<file path="config.mk">
export PLATFORM = sky130hd
export DESIGN_NAME = btb_update_queue
export DESIGN_NICKNAME = d
export VERILOG_FILES = /design/src/rtl/btb_update_queue.sv
export SDC_FILE = /design/constraint.sdc
export NUM_CORES = 1
export LEC_CHECK = 0
export BUFFER_PORTS_ARGS = -buffer_cell sky130_fd_sc_hd__buf_2
export CAP_MARGIN = 15
export CORE_MARGIN = 1
export CORE_UTILIZATION = 55
export DETAILED_ROUTE_END_ITERATION = 12
export MAX_ROUTING_LAYER = met4
export PLACE_DENSITY = 0.82
export SLEW_MARGIN = 20
export SYNTH_ARGS = -nofsm -noshare
export SYNTH_HDL_FRONTEND = slang
export SYNTH_SLANG_ARGS = --single-unit
</file>
<file path="constraint.sdc">
create_clock -name clock -period 9.45 [get_ports clock]
set_input_delay 0.4725 -clock clock [delete_from_list [all_inputs] [get_ports clock]]
set_output_delay 0.4725 -clock clock [all_outputs]
set_load 0.1 [all_outputs]
</file>
<file path="src/rtl/btb_update_queue.sv">
// rtl/btb_update_queue.sv - taken-branch update FIFO feeding the BTB write port, with same-PC coalescing
// Optional counters under BTB_UPD_STATS_EN.
module btb_update_queue #(
    parameter int DEPTH = 4,
    parameter int IDX_W = 5,
    parameter int TAG_W = 10,
    parameter int PC_W  = 32
) (
    input  logic                      clock,
    input  logic                      reset,
    input  logic [1:0]                rt_valid,
    input  logic [1:0]                rt_taken,
    input  logic [2*PC_W-1:0]         rt_pc,
    input  logic [2*PC_W-1:0]         rt_target,
    output logic                      rt_ready,
    output logic                      wr_en,
    output logic [IDX_W-1:0]          wr_idx,
    output logic [TAG_W-1:0]          wr_tag,
    output logic [PC_W-1:0]           wr_data,
    output logic [$clog2(DEPTH):0]    count
`ifdef BTB_UPD_STATS_EN
    ,
    output logic [31:0]               stat_writes,
    output logic [31:0]               stat_merges,
    output logic [31:0]               stat_full_cycles
`endif
);
    localparam int PW = $clog2(DEPTH);
    localparam int CW = PW + 1;

    logic [PW-1:0]    head, tail, tail_plus;
    logic [DEPTH-1:0] ent_valid;
    logic [PC_W-1:0]  ent_pc  [DEPTH];
    logic [PC_W-1:0]  ent_tgt [DEPTH];

    logic [PC_W-1:0]  pc0, pc1, tgt0, tgt1;
    logic             pop, cand0, cand1, same_pc, eff0, eff1;
    logic [DEPTH-1:0] hit0, hit1;
    logic             alloc0, alloc1;

    assign pc0  = rt_pc[PC_W-1:0];
    assign pc1  = rt_pc[2*PC_W-1:PC_W];
    assign tgt0 = rt_target[PC_W-1:0];
    assign tgt1 = rt_target[2*PC_W-1:PC_W];

    assign rt_ready = (count <= CW'(DEPTH - 2));
    assign pop      = (count != '0);
    assign cand0    = rt_valid[0] & rt_taken[0] & rt_ready;
    assign cand1    = rt_valid[1] & rt_taken[1] & rt_ready;

    // Equal-PC lanes collapse onto lane 1 so one entry carries the younger target.
    assign same_pc  = cand0 & cand1 & (pc0 == pc1);
    assign eff0     = cand0 & ~same_pc;
    assign eff1     = cand1;

    // The head leaving this cycle is not a merge target; a match there allocates anew.
    always_comb begin
        hit0 = '0;
        hit1 = '0;
        for (int i = 0; i < DEPTH; i++) begin
            hit0[i] = ent_valid[i] && (ent_pc[i] == pc0) && !(pop && (PW'(i) == head));
            hit1[i] = ent_valid[i] && (ent_pc[i] == pc1) && !(pop && (PW'(i) == head));
        end
    end

    assign alloc0    = eff0 & ~(|hit0);
    assign alloc1    = eff1 & ~(|hit1);
    assign tail_plus = tail + PW'(alloc0);

    always_ff @(posedge clock) begin
        if (reset) begin
            head      <= '0;
            tail      <= '0;
            count     <= '0;
            ent_valid <= '0;
        end else begin
            for (int i = 0; i < DEPTH; i++) begin
                if (eff0 && hit0[i]) ent_tgt[i] <= tgt0;
                if (eff1 && hit1[i]) ent_tgt[i] <= tgt1;
            end
            if (pop) begin
                ent_valid[head] <= 1'b0;
                head            <= head + PW'(1);
            end
            if (alloc0) begin
                ent_valid[tail] <= 1'b1;
                ent_pc[tail]    <= pc0;
                ent_tgt[tail]   <= tgt0;
            end
            if (alloc1) begin
                ent_valid[tail_plus] <= 1'b1;
                ent_pc[tail_plus]    <= pc1;
                ent_tgt[tail_plus]   <= tgt1;
            end
            tail  <= tail_plus + PW'(alloc1);
            count <= count + CW'(alloc0) + CW'(alloc1) - CW'(pop);
        end
    end

    assign wr_en   = pop;
    assign wr_data = pop ? ent_tgt[head] : '0;
    assign wr_idx  = pop ? ent_pc[head][IDX_W+1:2] : '0;
    assign wr_tag  = pop ? ent_pc[head][TAG_W+IDX_W+1:IDX_W+2] : '0;

`ifdef BTB_UPD_STATS_EN
    logic [1:0]  merges_now;
    logic [32:0] merge_sum;

    assign merges_now = 2'(eff0 & (|hit0)) + 2'(eff1 & (|hit1)) + 2'(same_pc);
    assign merge_sum  = {1'b0, stat_merges} + 33'(merges_now);

    always_ff @(posedge clock) begin
        if (reset) begin
            stat_writes      <= '0;
            stat_merges      <= '0;
            stat_full_cycles <= '0;
        end else begin
            if (pop && (stat_writes != '1))
                stat_writes <= stat_writes + 32'd1;
            stat_merges <= merge_sum[32] ? '1 : merge_sum[31:0];
            if (!rt_ready && (stat_full_cycles != '1))
                stat_full_cycles <= stat_full_cycles + 32'd1;
        end
    end
`endif

endmodule

</file>
==> results.txt <==
----------------------------------------------------
[Clock tree]
  CTS tree ... built
  Post_cts resized ... 0
  CTS sink count ... 269
  Clock root buffer ... clkbuf_16
  CTS buffer count ... 28
  Number of buffers inserted for hold repair after clock tree synthesis ... 0
  Skew-Pair Late Insertion Delay ... 0.57 ns
  Clock Path Buffers ... 3
  Clock transition at path regs ... 0.06 ns
  # Post-CTS Setup Buffers ... 0
  Maximum level of the CTS H-tree ... 1

[STA]
  Number of slew-limit violations in the final report ... 0
  Final Setup Violations ... 0
  Final critical delay including setup and external delays ... 5.893 ns
  TNS Setup ... 0 ns
  Headroom to the max-slew limit ... 29.98%
  Largest clock skew in the final design ... 0.02567 ns
  Peak Freq ... 169.7 MHz
  RSZ-0062 raised after global routing ... false
  Minimum setup slack in the final design ... 3.557 ns
  Count of final hold-check violations ... 0
  Final worst-path cycle share ... 62.37%
  Worst-margin pin slew ... 1.050 ns
  Post-Route Hold Slack ... 0.2291 ns

[Placement]
  Placement-stage worst setup slack ... 3.501 ns
  Global placement routability congestion ... 0.9918
  DPL Wire Length ... 32,500 µm
  Number of buffer cells added on primary ports ... 185

[Logic synthesis]
  Number of unique standard cell types used by synthesis ... 50
  Commonest register cell after synthesis ... edfxtp_1
  FF+latch count, synth ... 269
  Mean area per synthesized cell ... 13.56 µm²
  EDFF count, synth ... 256
  Post-synth net total ... 1,387
  Count of mapped cells out of synthesis ... 1,243
  Share of flip-flops with an asynchronous set or reset ... 0%
  Synth Warn # ... 0
  Sequential cell area fraction in the yosys report ... 47.16%
  Synthesized cell area ... 16,850 µm²

[Global route]
  Largest net degree at the start of global routing ... 56
  Overall routing resource usage ... 30.57%
  Wire length of the first global-routing pass ... 68,000 µm
  Vias in the first global route ... 10,760
  GRT Residual Overflow ... 0
  Antenna violations before repair ... 3

[Min path]
  Path type of the worst min-delay path ... in -> reg

[Finish]
  Proportion of layout cells with a drive suffix above 1 ... 38.56%
  Post-layout nets ... 1,507
  Signed area change from the synthesized netlist to the final layout ... 11.26%
  Most used cells in the layout excluding fill and tap cells ... 256 x edfxtp_1, 221 x mux2_2, 185 x buf_2
  Leading cell type in the layout, fill and taps excluded ... edfxtp_1

[Power and ir drop]
  Power density over cell area ... 261.6 nW/µm²
  Leakage ... 0.006541 µW
  Maximum vdd drop ... 0.2432 mV

[Run status]
  Status ... completed

[Setup path]
  Maximum fanout encountered on the critical timing path ... 55
  Path type of the worst setup path ... reg -> reg
  Crit end category ... flip-flop
  Nature of the critical path startpoint ... flip-flop
  Number of buffer and inverter stages on the critical path ... 3
  Endpoint arrival time on the critical path ... 6.07 ns
  Cells along the critical path ... nor3_4, inv_2, nand2_1, nand2_1, nor4_1, or4_4, or2_2, inv_1, ha_1, xor2_1, nand4b_4, o31ai_4, buf_4, or2_2
  Worst path top cell family by delay ... simple AND/OR/NAND/NOR gates
  CP max stage delay ... 0.81 ns
  Required time at the worst-slack endpoint ... 9.62 ns
  Cell with the largest stage delay on the worst path ... or2_2

[Route]
  Remaining number of nets flagged by the antenna check after routing ... 0
  Wire length after detailed routing ... 46,520 µm
  DRT iter0 DRCs ... 1,115
  Total via count in the routed design ... 10,940
  Vias per Instance ... 6.147
  Average wire per standard cell ... 26.15 µm
  Residual DRC count ... 0
  DRT Pass-1 Iters ... 5

[Job]
  Max-capacitance violation count ... 0

[Die]
  Initial Utilization ... 56.41%
  Number of rows in the core area ... 63
  I/O pin count ... 186
  Total die area ... 31,340 µm²
  Die extent in y ... 177.0 µm
  Core region area ... 29,870 µm²
  Die width ... 177.0 µm

----------------------------------------------------
-- metal layers --
| layer | GRT usage (%) | vias up | wire [µm] |
|---|---|---|---|
| met1 | 41.87 | 5512 | 19460 |
| li1 | - | 4833 | - |
| met5 | - | - | 0 |
| met2 | 45.95 | 513 | 21400 |
| met3 | 6.615 | 78 | 4305 |
| met4 | 8.190 | 0 | 1353 |
-- metrics by stage --
stage	total power [µW]	util [%]	area, µm²	instances
final	4905	62.76	18750	1779
after global routing	5049	62.75	18750	1778
after CTS	4905	62.54	18680	1772
after detailed placement	3753	59.34	17730	1720
after global placement	3736	59.34	17730	1720
after floorplan	3333	-	16850	1243
-- layout make-up --
type	count	area, µm²
Tap cell	390	488.0
Clock buffer	31	711.9
Multi-Input combinational cell	853	8238
Inverter	13	48.80
Timing Repair Buffer	198	1056
Fill cell	2235	11130
Clock inverter	21	244.0
Antenna cell	4	10.01
Sequential cell	269	7953
-- cells by family (layout without fill, tap and decap cells) --
| kind of cell | count (synthesis) | in the layout | share of synthesized area (%) |
|---|---|---|---|
| muxes | 303 | 303 | 23.39 |
| xor gates and xnor gates | 293 | 293 | 15.23 |
| DFF | 269 | 269 | 47.16 |
| and+or+nand+nor | 221 | 221 | 7.937 |
| buffers and inverters | 121 | 263 | 4.084 |
| AOI/OAI and AO/OA | 26 | 26 | 1.366 |
| adders and majority gates | 10 | 10 | 0.8316 |
| other | 0 | 4 | 0 |
-- state kept, by name (all words and copies together), names as in the netlist, named ones only --
name	flops
count	3
head	2
ent_tgt	128
ent_pc	128
tail	2
ent_valid	4
-- report_power, final --
group	leakage [µW]	internal [µW]	switching, µW
registers	0.00242	1440	95.8
clock network	0.000464	680	480
logic	0.00365	565	1640
total	0.00654	2680	2220
-- path summary, 6_finish.rpt --
check                  startpoint                  endpoint  slack [ns]  cells after the start
max           count[0]$_SDFF_PP0_  ent_tgt[3][29]$_DFFE_PP_        3.56                     14
min                 rt_target[37]   ent_tgt[1][5]$_DFFE_PP_        0.23                      2
max reg2reg   count[0]$_SDFF_PP0_  ent_tgt[3][29]$_DFFE_PP_        3.56                     14
min reg2reg  head[1]$_SDFFE_PP0N_                 flip-flop        0.52                      2
-- synth_stat cells (2+ instances only) --
cell type    n  area (µm²)
mux2_2     221        2489
nor3_1       9       45.04
xor2_1     162        1419
nand3_1      7       35.03
a21oi_1      2       10.01
mux2_1      35       394.1
a21o_1       2       15.01
nor2_1      17       63.81
or2_2        5       31.28
ha_1         8       100.1
or3_1        3       18.77
dfxtp_1     13       260.3
inv_1       12       45.04
a21boi_0     3       22.52
mux4_2      47        1059
and2_1      47       294.0
edfxtp_1   256        7687
and3_1       2       12.51
o21ai_0      7       35.03
nand2_1     23       86.33
a211o_1      2       17.52
nand4_1     43       269.0
nand2b_1     2       12.51
buf_6        6       67.56
buf_4       34       255.2
nor3b_1      2       15.01
buf_1        5       18.77
fa_1         2       40.04
nor4_4       2       42.54
clkbuf_1    14       52.55
nor2b_1      4       25.02
nor4_1      50       312.8
buf_2       49       245.2
xnor2_1    131        1147
Note: power is estimated with default switching activity, not from simulation.
